`src/rtl/literal_apply_if.sv`:
```
// Shared DPLL types and the literal-apply request/result bus.
// Literal = variable index plus negation bit; var 0 is the null literal.
package dpll_pkg;
  localparam int NUMBER_CLAUSES = 6;
  localparam int NUMBER_LITS = 3;
  localparam int VAR_BITS = 4;
  localparam int CLEN_W = $clog2(NUMBER_LITS + 1) + 1;
  localparam int FLEN_W = $clog2(NUMBER_CLAUSES + 1) + 1;

  typedef struct packed {
    logic [VAR_BITS-1:0] idx;
    logic                neg;
  } lit_t;

  typedef struct packed {
    logic [CLEN_W-1:0]        len;
    lit_t [NUMBER_LITS-1:0]   lits;
  } clause_t;

  typedef struct packed {
    logic [FLEN_W-1:0]             len;
    clause_t [NUMBER_CLAUSES-1:0]  clauses;
  } formula_t;

  localparam lit_t ZERO_LIT = '0;
  localparam formula_t ZERO_FORMULA = '0;
endpackage

interface literal_apply_if;
  import dpll_pkg::*;
  logic     apply;
  formula_t in_formula;
  lit_t     in_lit;
  logic     ended;
  logic     conflict;
  logic     satisfied;
  formula_t out_formula;

  modport master (
    output apply, in_formula, in_lit,
    input  ended, conflict, satisfied, out_formula
  );
  modport slave (
    input  apply, in_formula, in_lit,
    output ended, conflict, satisfied, out_formula
  );
endinterface

```
`src/rtl/literal_apply.sv`:
```
// Applies a chosen literal to a formula, one clause per clock:
// drops satisfied clauses, deletes falsified literals, compacts.
module literal_apply
  import dpll_pkg::*;
(
  input  logic            clock,
  input  logic            reset,
  literal_apply_if.slave  bus
);

  typedef enum logic {IDLE, BUSY} state_t;

  state_t            state_q, state_d;
  formula_t          form_q, out_q;
  lit_t              lit_q;
  logic [FLEN_W-1:0] i_q, j_q;
  logic              ended_q, conflict_q, satisfied_q;

  clause_t           cur, shr;
  lit_t              negl;
  logic              live, hit, done, kill;
  logic [CLEN_W-1:0] clen, cnt;

  assign bus.ended       = ended_q;
  assign bus.conflict    = conflict_q;
  assign bus.satisfied   = satisfied_q;
  assign bus.out_formula = out_q;

  // Evaluate clause i against the latched literal.
  always_comb begin
    cur  = '0;
    shr  = '0;
    hit  = 1'b0;
    cnt  = '0;
    negl = lit_q;
    negl.neg = ~lit_q.neg;
    live = lit_q.idx != '0;
    for (int c = 0; c < NUMBER_CLAUSES; c++)
      if (FLEN_W'(c) == i_q) cur = form_q.clauses[c];
    clen = (cur.len > CLEN_W'(NUMBER_LITS))
         ? CLEN_W'(NUMBER_LITS) : cur.len;
    for (int m = 0; m < NUMBER_LITS; m++) begin
      if (CLEN_W'(m) < clen) begin
        if (live && cur.lits[m] == lit_q) begin
          hit = 1'b1;
        end else if (!(live && cur.lits[m] == negl)) begin
          for (int p = 0; p < NUMBER_LITS; p++)
            if (CLEN_W'(p) == cnt) shr.lits[p] = cur.lits[m];
          cnt = cnt + CLEN_W'(1);
        end
      end
    end
    shr.len = cnt;
    done = (i_q >= form_q.len)
        || (i_q >= FLEN_W'(NUMBER_CLAUSES));
    kill = !done && !hit && (cnt == '0);
  end

  // Idle/busy sequencing.
  always_comb begin
    state_d = state_q;
    unique case (state_q)
      IDLE:    if (bus.apply) state_d = BUSY;
      BUSY:    if (done || kill) state_d = IDLE;
      default: state_d = IDLE;
    endcase
  end

  // State register.
  always_ff @(posedge clock or posedge reset) begin
    if (reset) state_q <= IDLE;
    else       state_q <= state_d;
  end

  // Latch requests, write compacted clauses, publish results.
  always_ff @(posedge clock or posedge reset) begin
    if (reset) begin
      form_q      <= ZERO_FORMULA;
      out_q       <= ZERO_FORMULA;
      lit_q       <= ZERO_LIT;
      i_q         <= '0;
      j_q         <= '0;
      ended_q     <= 1'b0;
      conflict_q  <= 1'b0;
      satisfied_q <= 1'b0;
    end else begin
      ended_q <= 1'b0;
      unique case (state_q)
        IDLE: begin
          if (bus.apply) begin
            form_q      <= bus.in_formula;
            lit_q       <= bus.in_lit;
            i_q         <= '0;
            j_q         <= '0;
            out_q       <= ZERO_FORMULA;
            conflict_q  <= 1'b0;
            satisfied_q <= 1'b0;
          end
        end
        BUSY: begin
          if (done) begin
            ended_q     <= 1'b1;
            out_q.len   <= j_q;
            satisfied_q <= (j_q == '0);
          end else if (kill) begin
            ended_q    <= 1'b1;
            conflict_q <= 1'b1;
            out_q      <= ZERO_FORMULA;
          end else begin
            if (!hit) begin
              for (int c = 0; c < NUMBER_CLAUSES; c++)
                if (FLEN_W'(c) == j_q) out_q.clauses[c] <= shr;
              j_q <= j_q + FLEN_W'(1);
            end
            i_q <= i_q + FLEN_W'(1);
          end
        end
        default: ;
      endcase
    end
  end

endmodule

```
`src/flat_wrapper.sv`:
```
// flat-port wrapper written by rule: the top's interface ports become plain ports
module literal_apply_flat import dpll_pkg::*;
  (clock, reset, bus_apply, bus_in_formula, bus_in_lit, bus_ended, bus_conflict, bus_satisfied, bus_out_formula);
  literal_apply_if bus_i ();
  input  logic clock;
  input  logic reset;
  input wire logic [$bits(bus_i.apply)-1:0] bus_apply;
  input wire logic [$bits(bus_i.in_formula)-1:0] bus_in_formula;
  input wire logic [$bits(bus_i.in_lit)-1:0] bus_in_lit;
  output wire logic [$bits(bus_i.ended)-1:0] bus_ended;
  output wire logic [$bits(bus_i.conflict)-1:0] bus_conflict;
  output wire logic [$bits(bus_i.satisfied)-1:0] bus_satisfied;
  output wire logic [$bits(bus_i.out_formula)-1:0] bus_out_formula;
  assign bus_i.apply = bus_apply;
  assign bus_i.in_formula = bus_in_formula;
  assign bus_i.in_lit = bus_in_lit;
  assign bus_ended = bus_i.ended;
  assign bus_conflict = bus_i.conflict;
  assign bus_satisfied = bus_i.satisfied;
  assign bus_out_formula = bus_i.out_formula;
  literal_apply u_core (.clock(clock), .reset(reset), .bus(bus_i));
endmodule
```
`config.mk`:
```
export PLATFORM = sky130hd
export DESIGN_NAME = literal_apply_flat
export DESIGN_NICKNAME = d
export VERILOG_FILES = /design/src/rtl/literal_apply_if.sv /design/src/rtl/literal_apply.sv /design/src/flat_wrapper.sv
export SDC_FILE = /design/constraint.sdc
export NUM_CORES = 1
export LEC_CHECK = 0
export CAP_MARGIN = 20
export CORE_ASPECT_RATIO = 0.9
export CORE_MARGIN = 1.5
export CORE_UTILIZATION = 23
export DETAILED_ROUTE_END_ITERATION = 8
export PLACE_DENSITY = 0.44
export SETUP_SLACK_MARGIN = 0.2
export SYNTH_ARGS = -nofsm -noshare
export SYNTH_HDL_FRONTEND = slang
export SYNTH_SLANG_ARGS = --single-unit
```
`constraint.sdc`:
```
create_clock -name clock -period 9.7 [get_ports clock]
set_input_delay 1.94 -clock clock [delete_from_list [all_inputs] [get_ports clock]]
set_output_delay 1.94 -clock clock [all_outputs]
set_load 0.02 [all_outputs]
```
Yosys cells after proc, flatten, opt, wreduce, memory -nomap -nowiden
Cells that the tools add are included.
- output and inout bits: 115
- register bits after elaboration: 241
- word-level logic and storage cells: 240
- order comparisons: 6
- multiplexer cells: 70
- reduce and logical (&&, ||, !) cells: 30
- $add $sub $neg: 4
- bitwise gates (word level): 2
- eq/ne operators: 34
- operators with widths (kind ; count):
    $mux 108 ; 3
    $pmux 112 s2 ; 1
    $mux 18 ; 12
    $mux 112 ; 1
    $mux 15 ; 6
    $mux 5 ; 9
    $mux 4 ; 8
    $eq 5x5->1 ; 6
    $reduce_and 4->1 ; 7
    $mux 3 ; 9
    $ne 3x3->1 const B ; 8
    $eq 2x4->1 const A ; 4
    $eq 3x4->1 const A ; 4
    $mux 1 ; 16
    $pmux 4 s2 ; 2
    $ne 2x2->1 const B ; 6
    $logic_not 3->1 ; 3
    $add 4x1->4 const B ; 2
    $eq 1x4->1 const A ; 2
    $logic_and 1x1->1 ; 8
    $logic_not 4->1 ; 2
    $add 3x1->3 const B ; 2
    $eq 1x3->1 const A ; 2
    $eq 2x3->1 const A ; 2
    other kinds (12) ; 21

Depth between registers and ports, before layout
Gate-level depths: netlist of the first run.
- depth in word-level cells: 26
- depth in mapped cells: 25
- mapped depth without buffers: 19

Least setup slack after synthesis of the first run
OpenSTA, ideal clock, no wires.
- kind: reg2reg
- start: reg u_core.i_q[0]
- end: reg u_core.out_q (netlist bit u_core.bus.out_formula[24])
- library setup time: 122 ps
- cell stages (with the launch flop): 23
- data arrival time: 4787 ps
- slack: 4791 ps
- period minus slack after synthesis: 4909 ps
- cell sequence: dfrtp_1 -> ha_1 -> buf_4 -> nor2_2 -> o211ai_1 -> a21oi_1 -> nor3_1 -> or4b_1 -> o21bai_1 -> buf_4 -> inv_1 -> ha_1 -> o211ai_1 -> o21ai_0 -> ha_1 -> or2_2 -> o311ai_4 -> a41oi_4 -> buf_6 -> a21o_1 -> buf_6 -> buf_6 -> a32o_1
- word-level cells in the longest chain between the ends: 26
- elaborated cells between the ends (all ways): 73
- those cells by class: add/sub (2); order compare (6); eq/ne (16); mux (35); reduce/logical (14)
- ends and longest elaborated chain (element ; RTL line ; RTL):
    start: declaration ; literal_apply.sv:16 ; logic [FLEN_W-1:0] i_q, j_q;
    start signal: assignment ; literal_apply.sv:115 ; i_q <= i_q + FLEN_W'(1);
    parallel branches: the longest is 26 deep, another holds $gt 3x2->1 ; - ;
    end: declaration ; literal_apply.sv:14 ; formula_t form_q, out_q;
Several ways; the timed one is not identified. The select of a mux whose other input is x is not followed.
A chain may end at the register's enable or synchronous reset.

Worst setup path in the final report of the first run
- start: reg u_core.i_q[1]
- end: reg u_core.out_q (netlist bit u_core.bus.out_formula[102])
- word-level cells in the longest chain between the ends: 26
- elaborated cells between the ends (all ways): 73
- those cells by class: add/sub (2); order compare (6); eq/ne (16); mux (35); reduce/logical (14)
- ends and longest elaborated chain (element):
    parallel branches: the longest is 26 deep, another holds $gt 3x2->1
Several ways; the timed one is not identified. The select of a mux whose other input is x is not followed.

==> metrics.yaml, run 1 <==
portBuffers: 234
syn_area_per_cell_um2: 9.681
antenna_found_initial: 2
synth_largest_area_cell: "dfrtp_1"
synth_cell_types: 79
synth-edff-count: 0
cts.clk_slew.worst_paths_ns: 0.06
cp_cell_sequence: "ha_1 > nor3b_1 > o2bb2ai_1 > o21ai_1 > xnor2_1 > a2bb2oi_2 > o21bai_1 > inv_1 > ha_1 > o211ai_1 > o21ai_0 > ha_1 > or2_2 > o311ai_4 > nand4_1 > and4b_1 > a32o_1"
track_usage_pct: 16.00
htree_levels: 1
grt_max_degree: 99
crit_top_cell: "ha_1"
yosysMostFrequentCell: "nand2_1"
rsz0062_at_grt: "false"
yosysSeqAreaShare_pct: 52.04
fin_crit_sh_pct: 75.15
cts_buffers: 29
worstSetupEndpointType: "flop"
regToRegEndpoint: "u_core.bus.out_formula[102]"
synth-seq-cells: 241
ir_drop_uv: 217.2
cts.repair.resized: 0
postCtsSetupBuffers: 0
insertion_delay_ns: 0.57
rrSetupSlack_ns: 2.41
worstHoldStart: "u_core.form_q[98]"
required_ns: 10.15
dpl.hpwl_mm: 30.67
synth_compound_area_share_pct: 18.67
cts_buffer_depth: 3
clkSinkCount: 241
power_density_nw_per_um2: 398.9
slowest_delay_ns: 0.78
core-area_um2: 49420
final-max-slew-violation-count: 0
min_path_cells: 2
synth_common_cells: "nand2_1, dfrtp_1, a32o_1"
slew_headroom_pct: 35.10
syn_inst: 1197
die_h_um: 215.9
wl_met2_mm: 19.42
critPathLaunchType: "flop"
netlist_area_um2: 11590
drc: 0
routed-wl-met3_mm: 2.270
route.vias.total: 9552
instances_no_fill: 2082
grt_pass1_vias: 9782
finalCriticalPeriod_ns: 7.290
cp_max_fo: 24
cts_tree: "done"
ys.flop_type: "dfrtp_1"
ctsRootBufferMaster: "clkbuf_16"
routedWlPerCell_um: 20.05
critical_path_class: "reg -> reg"
maxCapViolations: 0
synth_nets: 1334
start_util_pct: 23.45
synth_top_family_by_area: "simple AND/OR/NAND/NOR gates"
drive_gt1_share_pct: 6.662
worst_pin_slew_ns: 0.9715
rows: 77
reg2reg_depth: 17
grt-ovfl-total: 0
grt_pass1_wl_mm: 63.40
fin_nets: 1529
area_delta_synth_final_pct: 32.97
yosys.area_share.adder_pct: 1.835
finalWirelength_mm: 41.74
fmax_ghz: 0.1372
drtIter0Drc: 709
drt-met1-wl_mm: 19.50
io_pins: 235
diodes: 0
yosys_warnings: 0
ant_nets: 0
die_w_um: 239.6
yosysTopAreaCellShare_pct: 52.04
synth_xor_area_share_pct: 0.5290
synth_simple_gate_area_share_pct: 19.02
netlist_top_cells_area: "dfrtp_1, nand2_1, a32o_1"
hold_buffers: 0
place.gp.congestion: 0.7625
async_reset_ff_share_pct: 100.0
reg2reg_from: "u_core.i_q[1]"
fin_tns_setup_ns: 0
status: "finished clean"
arrival_ns: 7.74
clock_skew_ns: 0.02080
vias_per_cell: 4.588
dr.pass1.iters: 7
slowest_stage: "o21bai_1"
finalSetupViolations: 0
die_area_um2: 51740
place_inst: 2031
synth_mux_area_share_pct: 2.786
leakage_nw: 6.913
timing.final.hold_violations: 0
top_layer_used: "met5"
whs_endpoint: "u_core.form_q[98]"
hold_path_class: "reg -> reg"
-- final cells by class --
| type | count | area (um^2) |
|---|---|---|
| clock buffer | 43 | 818.3 |
| clock inverter | 7 | 97.59 |
| fill | 5078 | 34010 |
| inverter | 45 | 176.4 |
| multi-input combinational | 829 | 4982 |
| sequential | 241 | 6031 |
| tap | 671 | 839.6 |
| timing repair buffer | 246 | 2465 |
-- cell families (layout without fill, tap and decap cells) --
logic type,after synthesis,in the layout
multiplexers,30,30
buffers and inverters,127,341
AO/OA/AOI/OAI,278,278
XOR/XNOR,7,7
AND/OR/NAND/NOR,497,497
adder cells (fa/ha/maj),17,17
flip-flops,241,241
-- critical path: cells and delay by family (launching register included) --
family	cells	cell delay [ns]
and+or+nand+nor	4	2.49
DFF	1	0.45
xor gates and xnor gates	1	0.17
buffers and inverters	1	0.11
adders and majority gates	3	1.54
AOI/OAI and AO/OA	8	2.40
-- sequential cells by signal, summed over array words and instances, names as in the netlist --
signal / cells
u_core.j_q: 4
u_core.bus.out_formula: 112
u_core.bus.satisfied: 1
u_core.lit_q: 5
u_core.i_q: 4
u_core.bus.ended: 1
u_core.form_q: 112
u_core.state_q: 1
u_core.bus.conflict: 1
-- through the flow --
step	area (um^2)	power (mW)	hold slack (ns)	worst slack, ns	util [%]
3_5_place_dp	14470	5.112	0.4632	2.461	29.29
2_1_floorplan	11590	4.020	0.4369	1.144	-
4_1_cts	15390	6.221	0.4795	2.466	31.14
3_3_place_gp	14450	5.056	0.4613	2.483	29.23
6_report	15410	6.147	0.4732	2.410	31.18
5_1_grt	15410	6.611	0.5013	1.713	31.18
-- how the worst max path moves through the flow --
stage | from | endpoint | slack [ns] | cells past startpoint
global route | u_core.i_q[1] | u_core.bus.out_formula[31] | 1.71 | 17
floorplan | reset | u_core.bus.conflict | 1.14 | 1
CTS | u_core.i_q[1] | u_core.bus.out_formula[100] | 2.47 | 17
finish | u_core.i_q[1] | u_core.bus.out_formula[102] | 2.41 | 17
detailed placement | u_core.i_q[1] | u_core.bus.out_formula[30] | 2.46 | 17
global placement | u_core.i_q[1] | u_core.bus.out_formula[87] | 2.48 | 18
-- placed cells by master (no fill, tap or decap), types with 23 or more instances in the layout --
cell type / Yosys / layout
a21oi_1: 48 / 48
a22o_1: 23 / 23
a32o_1: 54 / 54
clkbuf_16: 0 / 29
clkdlybuf4s50_1: 0 / 234
dfrtp_1: 241 / 241
inv_1: 45 / 44
nand2_1: 356 / 355
nor2_1: 35 / 35
o21ai_0: 42 / 42
-- layer usage --
metal	vias to the layer above	track usage, %
li1	4552	-
met1	4782	22.01
met2	168	25.75
met3	46	3.863
met4	4	2.553
met5	-	0
-- power by group --
part           internal (mW)  switching (mW)
clock network          0.632           0.437
registers               1.37           0.278
logic                   1.18            2.25
total                   3.18            2.96
No activity file was read; power rests on OpenSTA's default activity.
==> run 2: changes to the inputs <==
==> constraint.sdc (replaced) <==
create_clock -name clock -period 6.9 [get_ports clock]
set_input_delay 1.38 -clock clock [delete_from_list [all_inputs] [get_ports clock]]
set_output_delay 1.38 -clock clock [all_outputs]
set_load 0.02 [all_outputs]
==> run 2 against run 1 <==
Wire length decreased by 0.29%; setup slack got worse by 1.8 ns; clock skew shrank 0.011 ns; critical path depth rose by 4; sequential power rose by 39%; sequential cell count is the same; worst hold slack gained 0.0015 ns; via count up 0.72%; global-route usage about the same; maximum frequency increased by 17%; count of clock-buffer cells in the layout decreased by 6.
==> metrics.yaml, run 2 (same netlist as run 1, synthesis figures left out) <==
ctsRootBufferMaster: "clkbuf_16"
clkSinkCount: 241
dr.pass1.iters: 5
ir_drop_uv: 329.4
cts_buffer_depth: 3
grt-ovfl-total: 0
cts.repair.resized: 0
hold_path_class: "reg -> reg"
clock_skew_ns: 0.009375
die_w_um: 239.6
finalSetupViolations: 0
p_total_mw: 8.770
grt_max_degree: 121
start_util_pct: 23.45
rrSetupSlack_ns: 0.66
layout_common_cells: "nand2_1, dfrtp_1, clkdlybuf4s50_1"
drtIter0Drc: 692
reg2reg_from: "u_core.i_q[1]"
insertion_delay_ns: 0.55
fillers: 5151
vias_per_cell: 4.588
antenna_found_initial: 2
regToRegEndpoint: "u_core.bus.out_formula[30]"
portBuffers: 234
fmax_ghz: 0.1602
drc: 0
final-max-slew-violation-count: 0
rsz0062_at_grt: "false"
required_ns: 7.34
routedWlPerCell_um: 19.85
die_h_um: 215.9
postCtsSetupBuffers: 0
track_usage_pct: 15.97
leakage_nw: 7.013
finalCriticalPeriod_ns: 6.241
fin_nets: 1540
htree_levels: 1
arrival_ns: 6.68
worst_pin_slew_ns: 0.9774
critPathLaunch: "u_core.i_q[1]"
reg2reg_depth: 21
grt_pass1_wl_mm: 63.30
regArea_um2: 6031
crit_end: "u_core.bus.out_formula[30]"
core-area_um2: 49420
ant_nets: 0
hold_buffers: 0
cts_tree: "done"
maxCapViolations: 0
fin_crit_sh_pct: 90.45
cp_max_fo: 27
multi_input_area_um2: 4982
dpl.hpwl_mm: 30.35
finalWirelength_mm: 41.62
worstSetupEndpointType: "flop"
cts_buffers: 29
drive_gt1_share_pct: 8.211
status: "finished clean"
critical_path_class: "reg -> reg"
fin_util_pct: 31.52
area_delta_synth_final_pct: 34.42
power_density_nw_per_um2: 563.0
grt_pass1_vias: 9867
io_pins: 235
cts.clk_slew.worst_paths_ns: 0.06
slew_headroom_pct: 34.60
route.vias.total: 9621
layout_commonest_cell: "nand2_1"
rows: 77
place.gp.congestion: 0.8132
fin_tns_setup_ns: 0
timing.final.hold_violations: 0
die_area_um2: 51740
critPathLaunchType: "flop"
==> run 2: changes by cell type in the layout (fill, tap and decap cells not counted), moves of 3 or more <==
cell	previous run	this run
clkbuf_1	10	1
clkinvlp_4	2	5
buf_4	10	21
clkinv_2	1	6
clkbuf_8	4	7
==> run 2: per-stage QoR <==
stage / instance area (um^2) / worst slack [ns] / hold WS (ns) / std cells
after floorplan: 11590 / 1.991 / 0.4369 / 1197
after global routing: 15580 / 0.2352 / 0.4978 / 2097
final: 15580 / 0.6592 / 0.4747 / 2097
after global placement: 14550 / 0.9066 / 0.4600 / 2042
after CTS: 15550 / 0.7464 / 0.4754 / 2095
after detailed placement: 14550 / 0.7670 / 0.4584 / 2042
==> run 2: routing by layer <==
metal,share of wire [%],GRT usage [%],wire [um],vias up
li1,-,-,-,4584
met1,46,22.21,19320,4764
met2,46,25.17,19190,224
met3,5.5,3.671,2307,47
met4,1.9,3.333,776,2
met5,0.041,0,17,-
==> run 2: layout make-up <==
type / instances / area share [%]
multi-input combinational: 829 / 31.98
timing repair buffer: 257 / 16.35
clock buffer: 37 / 5.301
tap: 671 / 5.390
inverter: 45 / 1.108
antenna: 1 / 0.01606
clock inverter: 16 / 1.133
sequential: 241 / 38.71
==> run 2: power by group <==
group / total (mW) / switching (mW) / internal (mW)
logic: 4.89 / 3.19 / 1.70
clock network: 1.58 / 0.624 / 0.957
registers: 2.30 / 0.380 / 1.92
==> run 2: how the worst min path moves through the flow <==
| stage | start | to | cells past startpoint |
|---|---|---|---|
| after floorplan | u_core.form_q[57] | u_core.form_q[57] | 2 |
| after global placement | u_core.form_q[57] | u_core.form_q[57] | 2 |
| after detailed placement | u_core.form_q[57] | u_core.form_q[57] | 2 |
| after CTS | u_core.form_q[57] | u_core.form_q[57] | 2 |
| after global routing | u_core.form_q[78] | u_core.form_q[78] | 2 |
| final | u_core.form_q[78] | u_core.form_q[78] | 2 |
==> run 2: critical path, stage by stage (launching register included) <==
cell and delay, ns:
dfrtp_1 0.45, inv_1 0.11, ha_2 0.52, buf_4 0.36, a21oi_1 0.10, a221oi_1 0.37, o22ai_1 0.19, o211ai_1 0.46
nor2b_1 0.14, o21bai_1 0.20, buf_4 0.19, inv_1 0.07, ha_1 0.25, o211ai_1 0.10, o21ai_0 0.23, ha_1 0.37
or2_2 0.31, o311ai_4 0.38, nand4_1 0.17, buf_4 0.25, and4b_1 0.48, a32o_1 0.39
==> run 3: changes to the inputs <==
--- a/config.mk
+++ b/config.mk
@@ -10,7 +10,6 @@
 export CORE_MARGIN = 1.5
 export CORE_UTILIZATION = 23
 export DETAILED_ROUTE_END_ITERATION = 8
-export PLACE_DENSITY = 0.44
 export SETUP_SLACK_MARGIN = 0.2
 export SYNTH_ARGS = -nofsm -noshare
 export SYNTH_HDL_FRONTEND = slang
==> run 3 against run 2 <==
Non-clock buffer count down 9; highest routed layer is now met4; clock power down 7%; worst hold slack worse by 0.0063 ns; via count grew 0.35%; largest cell class unchanged; die area did not move; critical endpoint is now u_core.bus.out_formula[28].
==> metrics.yaml, run 3 (same netlist as run 1, synthesis figures left out) <==
grt-ovfl-total: 0
grt_pass1_vias: 9910
portBuffers: 234
cp_max_fo: 46
antenna_found_initial: 0
htree_levels: 1
hold_buffers: 0
track_usage_pct: 15.21
wl_met2_mm: 18.79
slew_headroom_pct: 26.38
route.vias.total: 9655
top_layer_used: "met4"
required_ns: 7.33
fin_crit_sh_pct: 89.49
insertion_delay_ns: 0.55
drt-met1-wl_mm: 17.76
final-max-slew-violation-count: 0
regArea_um2: 6031
place.gp.congestion: 0.8497
clock_skew_ns: 0.01731
diodes: 0
timing.hold.ws_ns: 0.4685
reg2reg_depth: 19
dpl.hpwl_mm: 29.38
vias_per_cell: 4.637
worst_pin_slew_ns: 1.102
postCtsSetupBuffers: 0
regToRegEndpoint: "u_core.bus.out_formula[28]"
drtIter0Drc: 709
rows: 77
p_switching_mw: 4.080
hold_path_class: "reg -> reg"
start_util_pct: 23.45
worstSetupEndpointType: "flop"
drive_gt1_share_pct: 6.945
finalWirelength_mm: 40.05
die_area_um2: 51740
routed-wl-met3_mm: 2.395
rrSetupSlack_ns: 0.73
cts_buffer_depth: 3
slowest_stage: "ha_2"
pwr-share-clk_pct: 17.2
routedWlPerCell_um: 19.23
cp_cell_sequence: "inv_1 > ha_2 > buf_4 > o21ai_0 > a22oi_1 > o211ai_1 > nor2b_1 > o21bai_1 > inv_1 > ha_1 > o211ai_1 > o21ai_0 > ha_1 > or2_2 > o311ai_4 > nand4_1 > buf_4 > and4b_1 > a32o_1"
dr.pass1.iters: 5
power_density_nw_per_um2: 555.3
core-area_um2: 49420
ctsRootBufferMaster: "clkbuf_16"
p_sw_share_pct: 47.69
reg2reg_from: "u_core.i_q[1]"
ir_drop_uv: 369.5
ant_nets: 0
finalCriticalPeriod_ns: 6.175
rsz0062_at_grt: "false"
layout_common_cells: "nand2_1, dfrtp_1, clkdlybuf4s50_1"
leakage_nw: 6.916
area_delta_synth_final_pct: 32.94
cts.repair.resized: 0
clkSinkCount: 241
die_h_um: 215.9
grt_max_degree: 126
cts_tree: "done"
maxCapViolations: 0
seqPwrFrac_pct: 26.8
arrival_ns: 6.60
critical_path_class: "reg -> reg"
fin_util_pct: 31.17
fin_nets: 1528
crit_end: "u_core.bus.out_formula[28]"
timing.final.hold_violations: 0
status: "finished clean"
p_comb_share_pct: 56.1
grt_pass1_wl_mm: 60.51
io_pins: 235
die_w_um: 239.6
fmax_ghz: 0.1620
critPathLaunch: "u_core.i_q[1]"
layout_commonest_cell: "nand2_1"
fillers: 5063
critPathLaunchType: "flop"
fin_tns_setup_ns: 0
finalSetupViolations: 0
cts.clk_slew.worst_paths_ns: 0.07
multi_input_area_um2: 4982
slowest_delay_ns: 0.75
intPower_mw: 4.476
cts_buffers: 26
drc: 0
-- run 3: cell count changes in the layout (fill, tap and decap cells not counted), sizes merged --
| cell | delta |
|---|---|
| clkinvlp | -2 |
| diode | -1 |
| buf | -9 |
| clkbuf | +1 |
| clkinv | -4 |
-- run 3: per-stage QoR --
stage / instance area (um^2) / power (mW) / cells / worst slack [ns]
final: 15410 / 8.555 / 2082 / 0.7253
after global routing: 15410 / 9.117 / 2082 / 0.3699
after CTS: 15380 / 8.574 / 2081 / 0.8623
after detailed placement: 14480 / 7.077 / 2033 / 0.8633
after global placement: 14480 / 6.963 / 2033 / 1.152
after floorplan: 11590 / 5.651 / 1197 / 1.991
-- run 3: how the worst min path moves through the flow --
stage	to	cells after the start	startpoint	slack [ns]
after global placement	u_core.form_q[57]	2	u_core.form_q[57]	0.46
after global routing	u_core.bus.out_formula[89]	1	u_core.bus.out_formula[89]	0.49
after CTS	u_core.form_q[57]	2	u_core.form_q[57]	0.47
after detailed placement	u_core.form_q[57]	2	u_core.form_q[57]	0.46
after floorplan	u_core.form_q[57]	2	u_core.form_q[57]	0.44
final	u_core.form_q[57]	2	u_core.form_q[57]	0.47
-- run 3: power groups by stage --
stage / clock [mW] / sequential, mW / combinational [mW]
detailed placement: 0 / 2.30 / 4.78
global placement: 0 / 2.30 / 4.67
floorplan: 0 / 2.31 / 3.34
finish: 1.47 / 2.29 / 4.80
CTS: 1.50 / 2.28 / 4.79
global route: 1.55 / 2.35 / 5.22
-- run 3: critical path, delay by kind of cell, from the launching register on --
family	cells	cell delay, ns
buf+inv	4	0.77
fa+ha+maj	3	1.47
compound gates	8	2.12
flops	1	0.45
simple gates	4	1.24
-- run 3: final cells by class --
type	instances	area share, %
inverters	45	1.121
well taps	671	5.450
multi-input cells	829	32.34
flip-flops and latches	241	39.15
clock inverters	10	0.8690
repair buffers	248	16.10
clock buffers	38	4.978
-- run 3: routing by layer --
| metal | global-route usage (%) | up-vias |
|---|---|---|
| met5 | 0 | - |
| met4 | 4.958 | 0 |
| met3 | 2.827 | 57 |
| met2 | 24.81 | 263 |
| met1 | 20.22 | 4789 |
| li1 | - | 4546 |
